==> src/rtl/serial_deframer_pkg.sv <==
// Shared types and constants for the serial deframer.
package serial_deframer_pkg;

  typedef enum logic [1:0] {
    IDLE  = 2'd0,
    SHIFT = 2'd1,
    PAR   = 2'd2
  } state_t;

  localparam int unsigned PAR_NONE = 0;
  localparam int unsigned PAR_EVEN = 1;
  localparam int unsigned PAR_ODD  = 2;

endpackage

==> src/rtl/sync_fifo.sv <==
// Fall-through synchronous FIFO; a push into a full FIFO is accepted when a pop happens in the same cycle.
module sync_fifo #(
  parameter int unsigned WIDTH = 11,
  parameter int unsigned DEPTH = 4
) (
  input  logic                       clk_i,
  input  logic                       rst_ni,
  input  logic                       push_i,
  input  logic [WIDTH-1:0]           wdata_i,
  input  logic                       pop_i,
  output logic [WIDTH-1:0]           rdata_o,
  output logic                       full_o,
  output logic                       empty_o,
  output logic [$clog2(DEPTH+1)-1:0] level_o
);

  localparam int unsigned AW = $clog2(DEPTH);
  localparam int unsigned LW = $clog2(DEPTH+1);

  logic [WIDTH-1:0] mem_q [DEPTH];
  logic [AW-1:0]    wr_ptr_q, wr_ptr_d;
  logic [AW-1:0]    rd_ptr_q, rd_ptr_d;
  logic [LW-1:0]    level_q, level_d;
  logic             do_push, do_pop;

  assign full_o  = (level_q == LW'(DEPTH));
  assign empty_o = (level_q == '0);
  assign level_o = level_q;
  // Head is forced to zero when empty so the outputs are clean out of reset.
  assign rdata_o = empty_o ? '0 : mem_q[rd_ptr_q];

  always_comb begin
    do_pop   = pop_i & ~empty_o;
    do_push  = push_i & (~full_o | do_pop);
    wr_ptr_d = wr_ptr_q;
    rd_ptr_d = rd_ptr_q;
    level_d  = level_q;
    if (do_push) wr_ptr_d = AW'(wr_ptr_q + AW'(1));
    if (do_pop)  rd_ptr_d = AW'(rd_ptr_q + AW'(1));
    case ({do_push, do_pop})
      2'b10:   level_d = LW'(level_q + LW'(1));
      2'b01:   level_d = LW'(level_q - LW'(1));
      default: level_d = level_q;
    endcase
  end

  always_ff @(posedge clk_i or negedge rst_ni) begin
    if (!rst_ni) begin
      wr_ptr_q <= '0;
      rd_ptr_q <= '0;
      level_q  <= '0;
    end else begin
      wr_ptr_q <= wr_ptr_d;
      rd_ptr_q <= rd_ptr_d;
      level_q  <= level_d;
    end
  end

  // Storage needs no reset: reads are masked while empty.
  always_ff @(posedge clk_i) begin
    if (do_push) mem_q[wr_ptr_q] <= wdata_i;
  end

endmodule

==> src/rtl/serial_deframer.sv <==
// Serial-to-parallel receiver: frames qualified bits into words, optional parity check, FIFO output.
module serial_deframer
  import serial_deframer_pkg::*;
#(
  parameter int unsigned WIDTH     = 10,
  parameter int unsigned LSB_FIRST = 1,
  parameter int unsigned PARITY    = 0,
  parameter int unsigned DEPTH     = 4
) (
  input  logic                       clk_i,
  input  logic                       rst_ni,
  input  logic                       sdata_i,
  input  logic                       sbit_en_i,
  input  logic                       sframe_i,
  input  logic                       clr_i,
  output logic [WIDTH-1:0]           data_o,
  output logic                       perr_o,
  output logic                       valid_o,
  input  logic                       ready_i,
  output logic [$clog2(DEPTH+1)-1:0] level_o,
  output logic                       overflow_o,
  output logic                       frame_err_o
);

  localparam int unsigned CW = $clog2(WIDTH);

  state_t           state_q, state_d;
  logic [CW-1:0]    cnt_q, cnt_d;
  logic [WIDTH-1:0] shreg_q, shreg_d;
  logic             par_q, par_d;
  logic             ovf_q, ovf_d;
  logic             ferr_q, ferr_d;

  logic             push, perr, ferr_set, pop, drop;
  logic             fifo_full, fifo_empty;
  logic [WIDTH:0]   fifo_rdata;

  // Shifting in from the appropriate end lands the first bit at [0] or [WIDTH-1].
  function automatic logic [WIDTH-1:0] shift_in(input logic [WIDTH-1:0] s, input logic b);
    if (LSB_FIRST != 0) return {b, s[WIDTH-1:1]};
    else                return {s[WIDTH-2:0], b};
  endfunction

  always_comb begin
    state_d  = state_q;
    cnt_d    = cnt_q;
    shreg_d  = shreg_q;
    par_d    = par_q;
    push     = 1'b0;
    perr     = 1'b0;
    ferr_set = 1'b0;
    if (sbit_en_i) begin
      if (sframe_i) begin
        // A frame marker always restarts; it is an error only if a frame was in progress.
        ferr_set = (state_q != IDLE);
        shreg_d  = shift_in(shreg_q, sdata_i);
        par_d    = sdata_i;
        cnt_d    = CW'(1);
        state_d  = SHIFT;
      end else begin
        case (state_q)
          IDLE: ;
          SHIFT: begin
            shreg_d = shift_in(shreg_q, sdata_i);
            par_d   = par_q ^ sdata_i;
            if (cnt_q == CW'(WIDTH-1)) begin
              cnt_d = '0;
              if (PARITY == PAR_NONE) begin
                push    = 1'b1;
                state_d = IDLE;
              end else begin
                state_d = PAR;
              end
            end else begin
              cnt_d = CW'(cnt_q + CW'(1));
            end
          end
          PAR: begin
            push    = 1'b1;
            perr    = (par_q ^ sdata_i) ^ (PARITY == PAR_ODD);
            state_d = IDLE;
          end
          default: state_d = IDLE;
        endcase
      end
    end
  end

  assign pop  = ~fifo_empty & ready_i;
  assign drop = push & fifo_full & ~pop;

  always_comb begin
    ovf_d  = (ovf_q & ~clr_i) | drop;
    ferr_d = (ferr_q & ~clr_i) | ferr_set;
  end

  always_ff @(posedge clk_i or negedge rst_ni) begin
    if (!rst_ni) begin
      state_q <= IDLE;
      cnt_q   <= '0;
      shreg_q <= '0;
      par_q   <= 1'b0;
      ovf_q   <= 1'b0;
      ferr_q  <= 1'b0;
    end else begin
      state_q <= state_d;
      cnt_q   <= cnt_d;
      shreg_q <= shreg_d;
      par_q   <= par_d;
      ovf_q   <= ovf_d;
      ferr_q  <= ferr_d;
    end
  end

  sync_fifo #(
    .WIDTH (WIDTH + 1),
    .DEPTH (DEPTH)
  ) u_fifo (
    .clk_i   (clk_i),
    .rst_ni  (rst_ni),
    .push_i  (push),
    .wdata_i ({perr, shreg_d}),
    .pop_i   (pop),
    .rdata_o (fifo_rdata),
    .full_o  (fifo_full),
    .empty_o (fifo_empty),
    .level_o (level_o)
  );

  assign data_o      = fifo_rdata[WIDTH-1:0];
  assign perr_o      = fifo_rdata[WIDTH];
  assign valid_o     = ~fifo_empty;
  assign overflow_o  = ovf_q;
  assign frame_err_o = ferr_q;

endmodule

==> config.mk <==
export PLATFORM = sky130hd
export DESIGN_NAME = serial_deframer
export DESIGN_NICKNAME = d
export VERILOG_FILES = /design/src/rtl/serial_deframer_pkg.sv /design/src/rtl/sync_fifo.sv /design/src/rtl/serial_deframer.sv
export SDC_FILE = /design/constraint.sdc
export NUM_CORES = 1
export LEC_CHECK = 0
export ABC_AREA = 0
export CAP_MARGIN = 20
export CORE_MARGIN = 1
export CORE_UTILIZATION = 30
export DETAILED_ROUTE_END_ITERATION = 12
export DONT_BUFFER_PORTS = 1
export GPL_ROUTABILITY_DRIVEN = 1
export PLACE_DENSITY = 0.44
export SKIP_CTS_REPAIR_TIMING = 1
export SLEW_MARGIN = 20
export SYNTH_ARGS = -nofsm -noshare
export SYNTH_HDL_FRONTEND = slang
export SYNTH_SLANG_ARGS = --single-unit
export TNS_END_PERCENT = 20
==> constraint.sdc <==
create_clock -name clk_i -period 2.1 [get_ports clk_i]
set_input_delay 0.525 -clock clk_i [delete_from_list [all_inputs] [get_ports clk_i]]
set_output_delay 0.525 -clock clk_i [all_outputs]
set_load 0.01 [all_outputs]
==> flow_summary.ini <==
[status]
status = complete, but fails checks
violations = negative setup slack

[setup_path]
ff2ff_path_depth = 9
crit_family = simple AND/OR/NAND/NOR gates
start_kind = flop
path_buf_inv = 2
cp-end-kind = output port
crit_chain = buf_4 > or3_4 > buf_8 > and2_1
critical_path_class = flop to output port
crit_required_ns = 1.57
rr_endpoint = u_fifo.level_o[2]$_DFFE_PN0P_
crit_fanout = 12
startpoint = u_fifo.level_o[0]$_DFFE_PN0P_
crit_cells = 4
endpoint = data_o[4]
r2r_slack_ns = -0.07
worstPathArrival_ns = 1.65
r2r_start = u_fifo.level_o[0]$_DFFE_PN0P_
crit_path_max_incr_delay_ns = 0.44
cp_slowest_cell = dfrtp_1

[logic_synthesis]
synth_top_area_share_pct = 44.5
yosysTopAreaCell = edfxtp_1
synth_area_per_cell_sq_um = 16.8
ys_types = 36
yosys_most_used_dff = edfxtp_1
yosys_warnings = 0
synth-edff-count = 40
synthTopCellsByArea = edfxtp_1 (45%), dfrtp_1 (22%), mux4_2 (8.3%)
synth_area_sq_um = 2700
syn_nets = 176
postSynthCellCount = 161
ys_ff_latch = 64
seq_area_frac_synth_pct = 66.8
ys_async_sr_fraction_pct = 37.5

[sta]
fmax_ghz = 0.460
hold_violations = 0
hold_slack_ns = 0.297
slew_viol_final = 0
fin_ws_ns = -0.0725
final-setup-viol-count = 11
fin_crit_sh_pct = 103
rsz0062_at_grt = yes
fin_skew_ns = 0.00752
timing.setup.tns_ns = -0.616
finalCriticalPeriod_ns = 2.17

[cts]
cts-root-buf = clkbuf_8
insertion_delay_ns = 0.33
clkTransAtPathRegs_ns = 0.07
cts_max_level = 3
cts_tree = yes
clockBufferDepth = 2
cts.sinks = 64
cts_buffers = 9

[grt]
grt_use_met1_pct = 13.0
grt_pass1_wl_mm = 7.82
grt_max_degree = 25
top_usage_layer = met2
gr-usage-met3_pct = 3.90
overflow = 0
grt_pass1_vias = 1502
grt_usage_pct = 11.4
antenna_found_initial = 0
grtUsageMet2_pct = 18.6

[placed_design]
place.gp.congestion = 0.734
port_buffers = 0
dp_hpwl_mm = 3.31
pre_cts_ws_ns = -0.165

[floorplanning]
io_pins = 24
die_w_um = 96.8
die_h_um = 96.8
initial_utilization_pct = 30.9
core_sq_um = 8720
dieArea_sq_um = 9380
row_count = 34

[detailed_routing]
drt_wl_total_mm = 4.96
antenna_left = 0
drt_iter0_drc = 32
via_count = 1373
wl_per_cell_um = 16.5
via_per_inst = 4.58
drt_pass1_iterations = 4
drcViolationCount = 0

[hold_path]
hold_path.class = input port to flop
hold_start = sframe_i

[power]
p_leak_nw = 1.22
ir_drop_uv = 381
p_total_mw = 4.18
power.density_nw_per_um2 = 1290

[flow_run]
cap_violations = 0

[final_layout]
fillers = 827
drive_above_1_share_pct = 38.5
fin_util_pct = 37.2
syn_to_final_growth_pct = 20.3
nNetsFinal = 202
antenna_cells = 0
==> synthesized netlist by cell type (2+ instances only) <==
library cell,instances
a21oi_1,3
and2_1,15
buf_2,2
buf_4,3
dfrtp_1,24
edfxtp_1,40
ha_1,7
inv_1,8
mux2_2,10
mux4_2,10
nand3_1,3
nor2_1,4
nor3_1,2
o21ai_0,2
or3_1,2
xnor2_1,3
xor2_1,4
==> state kept, by name, summed over array words and instances, names as in the netlist <==
register	count
cnt_q	4
frame_err_o	1
overflow_o	1
shreg_q	10
state_q	1
u_fifo.level_o	3
u_fifo.mem_q	40
u_fifo.rd_ptr_q	2
u_fifo.wr_ptr_q	2
==> worst reg2reg max path, cell delays in order, from the launching register on <==
cell and delay, ns:
dfrtp_1 0.44, or4b_4 0.51, nor4b_4 0.15, inv_1 0.06, ha_2 0.17, inv_2 0.04
fa_2 0.33, xor2_1 0.15, nor2_1 0.11, xor2_1 0.15
==> metrics by stage <==
step | area (sq um) | std cells
after detailed placement | 2960 | 281
final | 3250 | 300
after global placement | 2960 | 281
after CTS | 3170 | 297
after global routing | 3250 | 300
after floorplan | 2700 | 161
==> cell usage in the layout, fill, tap and decap left out, types with 5 or more instances in the layout <==
cell	count
dfrtp_1	24
inv_1	7
edfxtp_1	40
ha_1	6
and2_4	8
buf_4	16
mux2_2	10
and2_1	5
clkbuf_8	9
mux4_2	10
==> area by class of cell <==
type                            instances  area (sq um)  share of cell area, %
Inverter                                8          30.0                  0.925
Timing Repair Buffer                   21           205                   6.32
Tap cell                              108           135                   4.16
Clock buffer                           10           128                   3.93
Multi-Input combinational cell         83           863                   26.6
Sequential cell                        64          1800                   55.5
Clock inverter                          6          83.8                   2.58
==> routing by layer <==
layer,vias up,share of wire (%)
li1,640,-
met1,698,43
met2,26,52
met3,9,3.6
met4,0,1.8
met5,-,0
==> power by group <==
part	total [mW]	switching (mW)	internal [mW]
Combinational	1.35	0.639	0.707
Sequential	1.72	0.109	1.61
Clock	1.12	0.459	0.662
==> kinds of logic after synthesis <==
family          Yosys count  synth area share, %
mux                      22                 13.4
other cells               1                0.139
buf+inv                  14                 2.46
fa+ha+maj                 8                 3.99
simple gates             35                 8.67
xor+xnor                  7                 2.27
compound gates           10                 2.27
flops                    64                 66.8
==> worst min path at each step <==
stage,end,slack (ns),depth (start not counted)
finish,overflow_o$_DFF_PN0_,0.30,1
global route,overflow_o$_DFF_PN0_,0.29,1
CTS,cnt_q[0]$_DFFE_PN0P_,-0.14,0
detailed placement,cnt_q[0]$_DFFE_PN0P_,0.23,0
global placement,state_q[0]$_DFFE_PN0P_,0.23,0
floorplan,cnt_q[0]$_DFFE_PN0P_,0.23,0
Power figures use the tool's default switching activity.
